==> src/rtl/shared_adder_sequencer_pkg.sv <==
// Shared types and defaults for the slice-serial shared adder sequencer.
package shared_adder_sequencer_pkg;

    typedef enum logic [1:0] {
        IDLE = 2'd0,
        ADD  = 2'd1,
        RESP = 2'd2
    } state_e;

    localparam int unsigned SLICE_W     = 4;
    localparam int unsigned DEF_N_REQ   = 2;
    localparam int unsigned DEF_NIBBLES = 4;

endpackage

==> src/rtl/shared_adder_sequencer_rca.sv <==
// 4-bit ripple-carry adder used as the single shared slice datapath.
module Day32_Ripple_Carry_Adder
    import shared_adder_sequencer_pkg::*;
(
    input  logic [SLICE_W-1:0] a,
    input  logic [SLICE_W-1:0] b,
    input  logic               cin,
    output logic [SLICE_W-1:0] sum,
    output logic               cout
);

    logic [SLICE_W:0] c;

    always_comb begin
        c   = '0;
        sum = '0;
        c[0] = cin;
        for (int unsigned i = 0; i < SLICE_W; i++) begin
            sum[i]   = a[i] ^ b[i] ^ c[i];
            c[i + 1] = (a[i] & b[i]) | (c[i] & (a[i] ^ b[i]));
        end
        cout = c[SLICE_W];
    end

endmodule

==> src/rtl/shared_adder_sequencer.sv <==
// Round-robin arbitrated, nibble-serial adder shared by N_REQ requesters.
module shared_adder_sequencer
    import shared_adder_sequencer_pkg::*;
#(
    parameter int unsigned N_REQ   = DEF_N_REQ,
    parameter int unsigned NIBBLES = DEF_NIBBLES,
    localparam int unsigned W      = SLICE_W * NIBBLES,
    localparam int unsigned ID_W   = $clog2(N_REQ)
) (
    input  logic               clk,
    input  logic               rst_n,
    input  logic [N_REQ-1:0]   req_valid,
    output logic [N_REQ-1:0]   req_ready,
    input  logic [N_REQ*W-1:0] req_a,
    input  logic [N_REQ*W-1:0] req_b,
    input  logic [N_REQ-1:0]   req_cin,
    output logic               rsp_valid,
    input  logic               rsp_ready,
    output logic [ID_W-1:0]    rsp_id,
    output logic [W-1:0]       rsp_sum,
    output logic               rsp_cout
);

    localparam int unsigned IDX_W = (NIBBLES > 1) ? $clog2(NIBBLES) : 1;

    state_e             state_q, state_d;
    logic [ID_W-1:0]    rr_q, rr_d;
    logic [ID_W-1:0]    id_q, id_d;
    logic [W-1:0]       a_q, a_d;
    logic [W-1:0]       b_q, b_d;
    logic [W-1:0]       acc_q, acc_d;
    logic               carry_q, carry_d;
    logic [IDX_W-1:0]   idx_q, idx_d;
    logic [W-1:0]       rsp_sum_q, rsp_sum_d;
    logic               rsp_cout_q, rsp_cout_d;
    logic [ID_W-1:0]    rsp_id_q, rsp_id_d;

    logic               found;
    logic [ID_W-1:0]    gnt;
    logic [SLICE_W-1:0] add_a, add_b, add_sum;
    logic               add_cout;

    assign add_a = a_q[idx_q*SLICE_W +: SLICE_W];
    assign add_b = b_q[idx_q*SLICE_W +: SLICE_W];

    Day32_Ripple_Carry_Adder u_rca (
        .a    (add_a),
        .b    (add_b),
        .cin  (carry_q),
        .sum  (add_sum),
        .cout (add_cout)
    );

    // Search starts one past the last grant, so the last winner has lowest priority.
    always_comb begin
        found = 1'b0;
        gnt   = '0;
        for (int unsigned k = 1; k <= N_REQ; k++) begin
            if (!found && req_valid[(32'(rr_q) + k) % N_REQ]) begin
                found = 1'b1;
                gnt   = ID_W'((32'(rr_q) + k) % N_REQ);
            end
        end
    end

    always_comb begin
        state_d    = state_q;
        rr_d       = rr_q;
        id_d       = id_q;
        a_d        = a_q;
        b_d        = b_q;
        acc_d      = acc_q;
        carry_d    = carry_q;
        idx_d      = idx_q;
        rsp_sum_d  = rsp_sum_q;
        rsp_cout_d = rsp_cout_q;
        rsp_id_d   = rsp_id_q;
        req_ready  = '0;

        case (state_q)
            IDLE: begin
                if (found) begin
                    req_ready[gnt] = 1'b1;
                    a_d     = req_a[gnt*W +: W];
                    b_d     = req_b[gnt*W +: W];
                    carry_d = req_cin[gnt];
                    id_d    = gnt;
                    rr_d    = gnt;
                    idx_d   = '0;
                    acc_d   = '0;
                    state_d = ADD;
                end
            end
            ADD: begin
                acc_d[idx_q*SLICE_W +: SLICE_W] = add_sum;
                carry_d = add_cout;
                idx_d   = IDX_W'(idx_q + 1'b1);
                // Response registers load only on the final slice so they hold outside RESP.
                if (idx_q == IDX_W'(NIBBLES - 1)) begin
                    idx_d      = '0;
                    rsp_sum_d  = acc_d;
                    rsp_cout_d = add_cout;
                    rsp_id_d   = id_q;
                    state_d    = RESP;
                end
            end
            RESP: begin
                if (rsp_ready) begin
                    state_d = IDLE;
                end
            end
            default: state_d = IDLE;
        endcase
    end

    always_ff @(posedge clk or negedge rst_n) begin
        if (!rst_n) begin
            state_q    <= IDLE;
            rr_q       <= ID_W'(N_REQ - 1);
            id_q       <= '0;
            a_q        <= '0;
            b_q        <= '0;
            acc_q      <= '0;
            carry_q    <= 1'b0;
            idx_q      <= '0;
            rsp_sum_q  <= '0;
            rsp_cout_q <= 1'b0;
            rsp_id_q   <= '0;
        end else begin
            state_q    <= state_d;
            rr_q       <= rr_d;
            id_q       <= id_d;
            a_q        <= a_d;
            b_q        <= b_d;
            acc_q      <= acc_d;
            carry_q    <= carry_d;
            idx_q      <= idx_d;
            rsp_sum_q  <= rsp_sum_d;
            rsp_cout_q <= rsp_cout_d;
            rsp_id_q   <= rsp_id_d;
        end
    end

    assign rsp_valid = (state_q == RESP);
    assign rsp_sum   = rsp_sum_q;
    assign rsp_cout  = rsp_cout_q;
    assign rsp_id    = rsp_id_q;

endmodule

==> config.mk <==
export PLATFORM = sky130hd
export DESIGN_NAME = shared_adder_sequencer
export DESIGN_NICKNAME = d
export VERILOG_FILES = /design/src/rtl/shared_adder_sequencer_pkg.sv /design/src/rtl/shared_adder_sequencer_rca.sv /design/src/rtl/shared_adder_sequencer.sv
export SDC_FILE = /design/constraint.sdc
export NUM_CORES = 1
export LEC_CHECK = 0
export CAP_MARGIN = 20
export CORE_UTILIZATION = 49
export CTS_CLUSTER_SIZE = 30
export DETAILED_ROUTE_END_ITERATION = 16
export PLACE_DENSITY = 0.92
export SLEW_MARGIN = 40
export SYNTH_ARGS = -nofsm -noshare
export SYNTH_HDL_FRONTEND = slang
export SYNTH_SLANG_ARGS = --single-unit
==> constraint.sdc <==
create_clock -name clk -period 4.05 [get_ports clk]
set_input_delay 1.215 -clock clk [delete_from_list [all_inputs] [get_ports clk]]
set_output_delay 1.215 -clock clk [all_outputs]
set_load 0.05 [all_outputs]
==> out/results.tsv, run 1 <==
stage	metric	value	unit
sta	minimum clock period	3524	ps
global_routing	total global routing overflow	0	
worst_hold_path	Hold Startpoint	rsp_sum[13]	
worst_hold_path	Min-Delay Path Class	flop to flop	
setup_path	CP delay by family, top	buffers and inverters	
clock_tree	root buffer cell	clkbuf_8	
sta	final period utilization	0.8702	
global_routing	GRT Total Usage	0.2516	
yosys	mapped cell area	0.003692	mm2
sta	clk_skew	6.087	ps
yosys	Mean Syn Cell Area	11.76	um2
floorplanning	area of the core	0.007253	mm2
floorplanning	FP Rows	31	
run_status	status	completed	
power_and_ir_drop	Switch Pwr	1.863	mW
sta	final hold slack	482.5	ps
clock_tree	clk_lat worst skew	350	ps
global_routing	vias in the first global route	2999	
placed_design	DP Worst Slack	513.5	ps
power_and_ir_drop	switching share of power	0.4305	
routing	Via Count	2925	
yosys	Seq cells post-synth	73	
setup_path	CP endpoint kind	primary output	
setup_path	Worst EP required	2830	ps
setup_path	Data arrival, critical path	2310	ps
routing	final wirelength	9.078	mm
yosys	library cells used by synthesis	38	
worst_hold_path	Min-Delay Path Depth	2	
final_layout	Area Overhead vs Synth	34.29	%
power_and_ir_drop	post-layout total power	4.327	mW
sta	RSZ-0062 raised after global routing	false	
setup_path	critical path peak fanout	4	
yosys	FFs w/ async S/R, synth	1.000	
clock_tree	CTS H-tree lvls	3	
clock_tree	CTS tree	done	
power_and_ir_drop	power per cell area	872.7	mW/mm2
yosys	syn_nets	395	
sta	TNS Setup	0	ps
routing	post-route ant nets	0	
sta	Achievable Freq	0.2837	GHz
routing	Vias/cell	5.838	
clock_tree	postcts setup bufs	0	
setup_path	r2r worst-path depth	9	
final_layout	Layout Nets	478	
job	Max Cap Viol	0	
floorplanning	die area	0.007886	mm2
setup_path	crit start category	primary input	
routing	wire per inst	18.12	um
yosys	Syn Inst Count	314	
routing	DR DRC count	0	
setup_path	crit-path cells	clkdlybuf4s50_1, a21bo_2, nor2_2, buf_12	
clock_tree	# clock sinks	73	
yosys	EDFF count, synth	0	
final_layout	layout cells sized above 1	0.1194	
global_routing	largest net degree at the start of global routing	40	
global_routing	antenna violations before repair	0	
placed_design	Detail Placement HPWL	6.595	mm
power_and_ir_drop	Int Pwr	2.464	mW
routing	initial drt markers	136	
clock_tree	Hold Buf Count CTS	0	
power_and_ir_drop	Seq pwr share	0.289	
setup_path	Worst path depth	4	
final_layout	ANT cells	0	
sta	fin. max-slew vios	0	
final_layout	final core utilization	0.6836	
sta	final setup fails	0	
clock_tree	Reg clk slew, reported paths	70	ps
clock_tree	clk buf depth	2	
setup_path	worst r2r dst	rsp_sum[15]	
sta	post-route setup slack	525.6	ps
setup_path	Worst R2R Start	idx_q[0]	
power_and_ir_drop	Lkg Pwr	2.102	nW
setup_path	critical path class	primary input to primary output	
floorplanning	die width	88.81	um
yosys	Yosys Warn Count	0	
yosys	post-synth top area share	0.4880	
power_and_ir_drop	VDD IR max	0.4728	mV
sta	final hold vios	0	
routing	1st-pass router iterations	4	
setup_path	CP max-delay cell	clkdlybuf4s50_1	
floorplanning	Starting Density	0.5091	
placed_design	Placer Congestion	0.8192	
setup_path	CP max stage delay	520	ps
floorplanning	Die Y	88.81	um
clock_tree	cts repair resizes	0	
power_and_ir_drop	combinational fraction of design power	0.542	
yosys	top cells by area, synth	dfrtp_1, a221o_1, o21a_1, mux4_2, nor2b_1	
sta	Slew headroom	0.4134	
clock_tree	CTS buffer count	9	
floorplanning	Ports	92	
setup_path	crit path buf inv count	2	
placed_design	PortBufs	91	
worst_hold_path	worst hold path endpoint	rsp_sum[13]	
yosys	Synth area leader	dfrtp_1	
sta	Least-Margin Pin Slew	878.0	ps
yosys	top_reg_cell synth	dfrtp_1	
global_routing	first-pass GRT wire length	14.23	mm
power_and_ir_drop	clock network power share	0.169	
setup_path	worst reg2reg setup slack	790	ps
yosys	sequential fraction of the synthesis area	0.4951	
-- per-stage QoR --
stage          cells  area, um2
2_1_floorplan    314       3692
3_3_place_gp     485       4666
3_5_place_dp     485       4684
4_1_cts          501       4947
5_1_grt          501       4959
6_report         501       4959
-- layout by cell type (no fill, tap or decap), types with 2 or more instances in the layout --
cell	n
clkbuf_8	12
mux4_2	8
or3b_2	2
nor2_2	2
o211ai_1	6
nor2b_1	18
a21o_1	2
nand2b_1	2
dfrtp_1	72
o21a_1	32
o21ai_0	17
a21oi_1	16
buf_4	7
bufinv_16	3
a22o_1	9
nand2_1	17
nor4bb_2	2
nor2_1	4
a221o_1	32
a32o_1	8
inv_1	13
ha_1	6
fa_1	4
clkdlybuf4s50_1	88
mux2_2	2
or3b_1	2
buf_12	3
-- Yosys cell counts, types with 3 or more instances --
master,number
a221o_1,32
buf_2,8
a22o_1,9
ha_1,6
buf_6,4
inv_1,13
clkbuf_1,11
nor2b_1,18
dfrtp_1,72
fa_1,4
nand2_1,17
nor4bb_1,3
o21ai_0,17
o211ai_1,6
mux4_2,8
a32o_1,8
nor2_1,5
a21oi_1,16
o21a_1,32
-- state kept, by name (all words and copies together), names as in the netlist --
register  flops
a_q          16
acc_q        16
b_q          16
carry_q       1
id_q          1
idx_q         2
rr_q          1
rsp_cout      1
rsp_id        1
rsp_sum      16
state_q       2
-- area by class of cell --
| type | count | area [um2] |
|---|---|---|
| multi-input combinational | 202 | 1702 |
| fill | 541 | 2295 |
| timing repair buffer | 98 | 993.5 |
| clock buffer | 12 | 165.2 |
| sequential | 73 | 1828 |
| inverter | 13 | 48.80 |
| clock inverter | 4 | 97.59 |
| tap | 99 | 123.9 |
-- worst max-delay path by stage --
stage / from / to / slack, ps
after floorplan: req_valid[1] / req_ready[1] / 840
after global placement: req_valid[1] / req_ready[0] / 560
after detailed placement: req_valid[1] / req_ready[1] / 510
after CTS: req_valid[1] / req_ready[1] / 520
after global routing: req_valid[1] / req_ready[1] / 490
final: req_valid[1] / req_ready[1] / 530
-- cell families (layout without fill, tap and decap cells) --
logic type	Yosys count	count (layout)	synth area share
multiplexers	11	11	0.05761
buffers and inverters	39	127	0.05219
AND/OR/NAND/NOR	56	56	0.09014
flip-flops	73	73	0.4951
adder cells (fa/ha/maj)	10	10	0.04202
AO/OA/AOI/OAI	125	125	0.2630
-- worst reg2reg max path: stages (launching register included) --
cell     delay [ps]
dfrtp_1         560
buf_4           300
mux4_2          550
fa_1            420
inv_1            90
fa_1            170
inv_1            60
fa_1            710
a21oi_1         110
o21ai_0         200
-- power groups by stage --
stage | Combinational (mW) | Clock, mW | Sequential (mW)
floorplan | 1.44 | 0 | 1.39
global placement | 2.20 | 0 | 1.23
detailed placement | 2.30 | 0 | 1.26
CTS | 2.32 | 0.733 | 1.25
global route | 2.51 | 0.769 | 1.28
finish | 2.35 | 0.730 | 1.25
-- per-layer routing --
metal	vias up	track usage	wire length [um]
li1	1352	-	-
met1	1435	0.2938	3729
met2	111	0.4203	4557
met3	27	0.05131	459
met4	0	0.1686	331
met5	-	0	0
No activity file was read; power rests on OpenSTA's default activity.
==> run 2: changes to the inputs <==
- CORE_UTILIZATION: 49 -> 50
- DONT_BUFFER_PORTS: unset -> 1
- PLACE_DENSITY: 0.92 -> 0.77
==> run 2 against run 1 <==
Net effect:
- critical path depth increased by 7
- worst setup slack improved by 330 ps
- register-to-register slack improved by 70 ps
- sequential power increased by 18%
- global-route usage decreased by 3.2 points
- critical path type is now flop to flop
==> out/results.tsv, run 2 (synthesized netlist as in run 1, its figures left out) <==
stage	metric	value	unit	change
setup_path	Worst R2R Start	idx_q[0]		unchanged
setup_path	critical path peak fanout	8		was 4
sta	clk_skew	11.17	ps	was 6.087 ps
routing	post-route ant nets	0		unchanged
final_layout	area of the multi-input gates	0.001684	mm2	was 0.001702 mm2
run_status	status	completed		unchanged
setup_path	CP endpoint kind	flop		was primary output
clock_tree	CTS tree	done		unchanged
final_layout	fillers	601		was 541
clock_tree	Reg clk slew, reported paths	80	ps	was 70 ps
clock_tree	clk_lat worst skew	350	ps	about the same
job	Max Cap Viol	0		unchanged
placed_design	Placer Congestion	0.8221		was 0.8192
placed_design	PortBufs	0		was 91
clock_tree	CTS H-tree lvls	3		unchanged
final_layout	layout cells sized above 1	0.1438		was 0.1194
sta	RSZ-0062 raised after global routing	false		unchanged
clock_tree	postcts setup bufs	0		unchanged
final_layout	Sequential cell area	0.001828	mm2	unchanged
routing	final wirelength	7.769	mm	was 9.078 mm
clock_tree	# clock sinks	73		unchanged
floorplanning	Ports	92		unchanged
clock_tree	CTS buffer count	9		unchanged
setup_path	Critical path destination	rsp_sum[11]		was req_ready[1]
clock_tree	clk buf depth	2		unchanged
floorplanning	Die Y	87.94	um	was 88.81 um
global_routing	vias in the first global route	2446		was 2999
final_layout	most common cell after layout, fill and taps aside	dfrtp_1		was clkdlybuf4s50_1
power_and_ir_drop	power per cell area	978.1	mW/mm2	was 872.7 mW/mm2
final_layout	Area Overhead vs Synth	6.845	%	was 34.29%
setup_path	crit start category	flop		was primary input
final_layout	most frequent cells in the layout	dfrtp_1, o21a_1, a221o_1		was clkdlybuf4s50_1, dfrtp_1, o21a_1, a221o_1, nor2b_1
sta	final hold vios	0		unchanged
clock_tree	Hold Buf Count CTS	0		unchanged
setup_path	crit-path cells	mux4_2, inv_1, fa_1, inv_1, fa_1, inv_1, fa_1, inv_1, fa_1, a21oi_1, o21ai_0		was clkdlybuf4s50_1, a21bo_2, nor2_2, buf_12
power_and_ir_drop	Lkg Pwr	1.712	nW	was 2.102 nW
routing	initial drt markers	175		was 136
routing	Via Count	2485		was 2925
global_routing	first-pass GRT wire length	12.63	mm	was 14.23 mm
sta	fin. max-slew vios	0		unchanged
floorplanning	die area	0.007733	mm2	was 0.007886 mm2
setup_path	CP startpoint	idx_q[0]		was req_valid[1]
power_and_ir_drop	VDD IR max	0.4921	mV	was 0.4728 mV
global_routing	GRT Total Usage	0.2198		was 0.2516
worst_hold_path	Hold Startpoint	id_q		was rsp_sum[13]
global_routing	total global routing overflow	0		unchanged
setup_path	worst reg2reg setup slack	860	ps	was 790 ps
sta	final setup fails	0		unchanged
setup_path	Data arrival, critical path	3450	ps	was 2310 ps
clock_tree	cts repair resizes	0		unchanged
setup_path	critical path class	flop to flop		was primary input to primary output
sta	final period utilization	0.7883		was 0.8702
sta	Least-Margin Pin Slew	640.7	ps	was 878.0 ps
floorplanning	area of the core	0.006944	mm2	was 0.007253 mm2
setup_path	worst r2r dst	rsp_sum[11]		was rsp_sum[15]
setup_path	Worst EP required	4310	ps	was 2830 ps
worst_hold_path	Min-Delay Path Class	flop to flop		unchanged
clock_tree	root buffer cell	clkbuf_8		unchanged
routing	wire per inst	19.00	um	was 18.12 um
setup_path	CP max-delay cell	fa_1		was clkdlybuf4s50_1
setup_path	crit path buf inv count	4		was 2
sta	TNS Setup	0	ps	unchanged
global_routing	largest net degree at the start of global routing	74		was 40
power_and_ir_drop	post-layout total power	3.859	mW	was 4.327 mW
sta	Slew headroom	0.5724		was 0.4134
floorplanning	Starting Density	0.5317		was 0.5091
sta	minimum clock period	3193	ps	was 3524 ps
global_routing	antenna violations before repair	0		unchanged
floorplanning	FP Rows	30		was 31
setup_path	CP delay by family, top	adder cells		was buffers and inverters
routing	1st-pass router iterations	4		unchanged
floorplanning	die width	87.94	um	was 88.81 um
routing	DR DRC count	0		unchanged
setup_path	r2r worst-path depth	11		was 9
placed_design	Detail Placement HPWL	5.463	mm	was 6.595 mm
final_layout	Layout Nets	389		was 478
sta	Achievable Freq	0.3132	GHz	was 0.2837 GHz
setup_path	Worst path depth	11		was 4
routing	Vias/cell	6.076		was 5.838
setup_path	CP max stage delay	710	ps	was 520 ps
final_layout	ANT cells	0		unchanged
[run 2: cell types whose count changed in the layout (fill, tap and decap cells not counted), sizes merged]
cell           delta
bufinv            -2
clkdlybuf4s50    -88
buf               -1
clkbuf            -1
clkinv            +2
clkinvlp          +1
[run 2: worst register-to-register path: stages, from the launching register on]
cell and delay (ps):
dfrtp_1 610, mux4_2 560, inv_1 100, fa_1 170, inv_1 50, fa_1 350
inv_1 70, fa_1 150, inv_1 50, fa_1 710, a21oi_1 110, o21ai_0 190
[run 2: how the worst min path moves through the flow]
stage / to / slack (ps) / depth (start not counted)
floorplan: id_q / 450 / 1
global placement: id_q / 460 / 1
detailed placement: id_q / 470 / 1
CTS: id_q / 490 / 1
global route: acc_q[3] / 510 / 1
finish: id_q / 480 / 1
[run 2: cell type report]
cell class,instances,share of cell area
Sequential cell,73,0.4634
Multi-Input combinational cell,202,0.4269
Clock buffer,11,0.03584
Tap cell,96,0.03045
Timing Repair Buffer,9,0.01713
Clock inverter,5,0.01395
Inverter,13,0.01237
[run 2: routing by layer]
metal  vias up  wire (um)  track usage
li1       1172          -            -
met1      1192       3426       0.3061
met2       111       3713       0.3369
met3        10        492      0.03864
met4         0        137       0.1013
met5         -          0            0
[run 2: power by group]
part / total, mW / internal, mW / switching (mW)
sequential: 1.48 / 1.03 / 0.456
clock: 0.570 / 0.299 / 0.271
combinational: 1.81 / 0.777 / 1.03
[run 2: through the flow]
step           area [um2]  utilization  instances  worst slack [ps]  hold slack [ps]
2_1_floorplan        3692            -        314             841.6            445.8
3_3_place_gp         3744       0.5391        393             913.7            459.2
3_5_place_dp         3746       0.5395        393             881.1            471.8
4_1_cts              3943       0.5677        409             849.2            489.7
5_1_grt              3945       0.5681        409             597.0            513.0
6_report             3945       0.5681        409             857.4            481.4
==> run 3: changes to the inputs <==
- clock period: 4.05 -> 3 ns (I/O delays scaled with it)
==> run 3 against run 2 <==
Net effect:
- die area unchanged
- worst setup slack got worse by 650 ps
- clock power increased by 62%
- critical endpoint is now rsp_sum[15]
- critical path type unchanged
- clock skew decreased by 2.6 ps
- highest routed layer unchanged
- sequential share of layout area decreased by 1.0 points
==> out/results.tsv, run 3 (synthesized netlist as in run 1, its figures left out) <==
stage	metric	value	unit	change
global_routing	global route hottest layer	met2		unchanged
sta	minimum clock period	2793	ps	was 3193 ps
sta	Least-Margin Pin Slew	537.2	ps	was 640.7 ps
sta	clk_skew	8.551	ps	was 11.17 ps
setup_path	Worst R2R Start	idx_q[0]		unchanged
run_status	status	completed		unchanged
worst_hold_path	Min-Delay Path Class	primary input to async pin		was flop to flop
routing	Vias/cell	6.027		was 6.076
setup_path	CP startpoint	idx_q[0]		unchanged
setup_path	Critical path destination	rsp_sum[15]		was rsp_sum[11]
job	Max Cap Viol	0		unchanged
sta	final hold vios	0		unchanged
routing	initial drt markers	120		was 175
floorplanning	die width	87.94	um	unchanged
clock_tree	Hold Buf Count CTS	0		unchanged
setup_path	crit start category	flop		unchanged
floorplanning	die area	0.007733	mm2	unchanged
floorplanning	Ports	92		unchanged
floorplanning	Die Y	87.94	um	unchanged
final_layout	most common cell after layout, fill and taps aside	dfrtp_1		unchanged
setup_path	Worst EP required	3230	ps	was 4310 ps
placed_design	Placer Congestion	0.7893		was 0.8221
sta	Slew headroom	0.6402		was 0.5724
sta	final period utilization	0.9312		was 0.7883
routing	1st-pass router iterations	4		unchanged
final_layout	ANT cells	0		unchanged
clock_tree	clk buf depth	2		unchanged
sta	fin. max-slew vios	0		unchanged
setup_path	worst reg2reg setup slack	210	ps	was 860 ps
power_and_ir_drop	power per cell area	1338	mW/mm2	was 978.1 mW/mm2
clock_tree	# clock sinks	73		unchanged
final_layout	post-route design area	0.004039	mm2	was 0.003945 mm2
final_layout	Area Overhead vs Synth	9.387	%	was 6.845%
routing	wire per inst	18.34	um	was 19.00 um
final_layout	layout cells sized above 1	0.1630		was 0.1438
clock_tree	CTS tree	done		unchanged
sta	RSZ-0062 raised after global routing	false		unchanged
setup_path	r2r worst-path depth	11		unchanged
global_routing	grt met2 use	0.3439		was 0.3369
global_routing	met3 Use GR	0.05561		was 0.03864
global_routing	vias in the first global route	2376		was 2446
routing	post-route ant nets	0		unchanged
final_layout	Layout Nets	395		was 389
placed_design	Detail Placement HPWL	5.438	mm	was 5.463 mm
global_routing	first-pass GRT wire length	12.19	mm	was 12.63 mm
sta	TNS Setup	0	ps	unchanged
routing	DR DRC count	0		unchanged
final_layout	most frequent cells in the layout	dfrtp_1, o21a_1, a221o_1		unchanged
setup_path	worst r2r dst	rsp_sum[15]		was rsp_sum[11]
placed_design	PortBufs	0		unchanged
final_layout	final core utilization	0.5816		was 0.5681
setup_path	critical path class	flop to flop		unchanged
sta	final setup fails	0		unchanged
global_routing	antenna violations before repair	0		unchanged
power_and_ir_drop	VDD IR max	0.7110	mV	was 0.4921 mV
global_routing	largest net degree at the start of global routing	74		unchanged
final_layout	fillers	601		unchanged
global_routing	total global routing overflow	0		unchanged
placed_design	placed inst area	0.003789	mm2	was 0.003746 mm2
global_routing	GRT Total Usage	0.2173		was 0.2198
setup_path	critical path peak fanout	8		unchanged
clock_tree	CTS buffer count	9		unchanged
floorplanning	Starting Density	0.5317		unchanged
sta	Achievable Freq	0.3580	GHz	was 0.3132 GHz
global_routing	met1 Use GR	0.2918		was 0.3061
setup_path	CP endpoint kind	flop		unchanged
power_and_ir_drop	Lkg Pwr	1.765	nW	was 1.712 nW
clock_tree	CTS H-tree lvls	3		unchanged
routing	final wirelength	7.610	mm	was 7.769 mm
floorplanning	area of the core	0.006944	mm2	unchanged
clock_tree	Reg clk slew, reported paths	70	ps	was 80 ps
setup_path	Data arrival, critical path	3030	ps	was 3450 ps
clock_tree	root buffer cell	clkbuf_8		unchanged
floorplanning	FP Rows	30		unchanged
routing	Via Count	2501		was 2485
clock_tree	clk_lat worst skew	350	ps	about the same
-- run 3: changes by cell type in the layout (fill, tap and decap cells not counted), sizes merged --
cell      change
bufinv        +2
buf           +6
clkinv        -1
clkinvlp      -1
-- run 3: power breakdown --
part / switching (mW) / internal, mW
sequential: 0.571 / 1.39
clock: 0.349 / 0.574
combinational: 1.41 / 1.11
total: 2.33 / 3.07
-- run 3: repair_timing --
item,4_1_cts,5_1_grt
resized for setup,0,2
endpoints found under the setup margin,0,4
hold endpoints to repair,0,0
setup buffers,0,0
-- run 3: worst min-delay path by stage --
| stage | end | startpoint | slack [ps] |
|---|---|---|---|
| 4_1_cts | rsp_sum[13] | rst_n | 220 |
| 3_5_place_dp | acc_q[15] | acc_q[15] | 470 |
| 3_3_place_gp | id_q | id_q | 470 |
| 5_1_grt | rsp_sum[13] | rst_n | 210 |
| 2_1_floorplan | id_q | id_q | 450 |
| 6_report | rsp_sum[10] | rst_n | 240 |
-- run 3: layer usage --
| metal | routed length, um | vias up |
|---|---|---|
| met5 | 0 | - |
| met4 | 97 | 0 |
| met3 | 416 | 9 |
| met2 | 3700 | 87 |
| met1 | 3396 | 1224 |
| li1 | - | 1181 |
-- run 3: critical path, stage by stage, from the launching register on --
cell and delay [ps]:
dfrtp_2 440, mux4_2 350, inv_1 50, fa_1 380, inv_1 80, fa_1 160, inv_1 50, fa_1 350
inv_1 80, fa_2 510, a21oi_1 170, o21ai_0 90
-- run 3: final cells by class --
| class | instances | area [um2] | area share |
|---|---|---|---|
| clock buffer | 11 | 141.4 | 0.03501 |
| sequential | 73 | 1829 | 0.4529 |
| tap | 96 | 120.1 | 0.02974 |
| inverter | 13 | 48.80 | 0.01208 |
| timing repair buffer | 15 | 112.6 | 0.02788 |
| multi-input combinational | 202 | 1684 | 0.4170 |
| clock inverter | 5 | 102.6 | 0.02540 |
-- run 3: per-stage QoR --
step | worst slack, ps | hold WS (ps) | total power, mW | cells
6_report | 206.5 | 235.9 | 5.404 | 415
5_1_grt | 12.87 | 208.6 | 5.777 | 415
4_1_cts | 81.32 | 222.0 | 5.413 | 415
3_5_place_dp | 106.2 | 473.1 | 4.474 | 399
3_3_place_gp | 190.2 | 465.2 | 4.403 | 399
2_1_floorplan | 0.2729 | 445.8 | 3.831 | 314
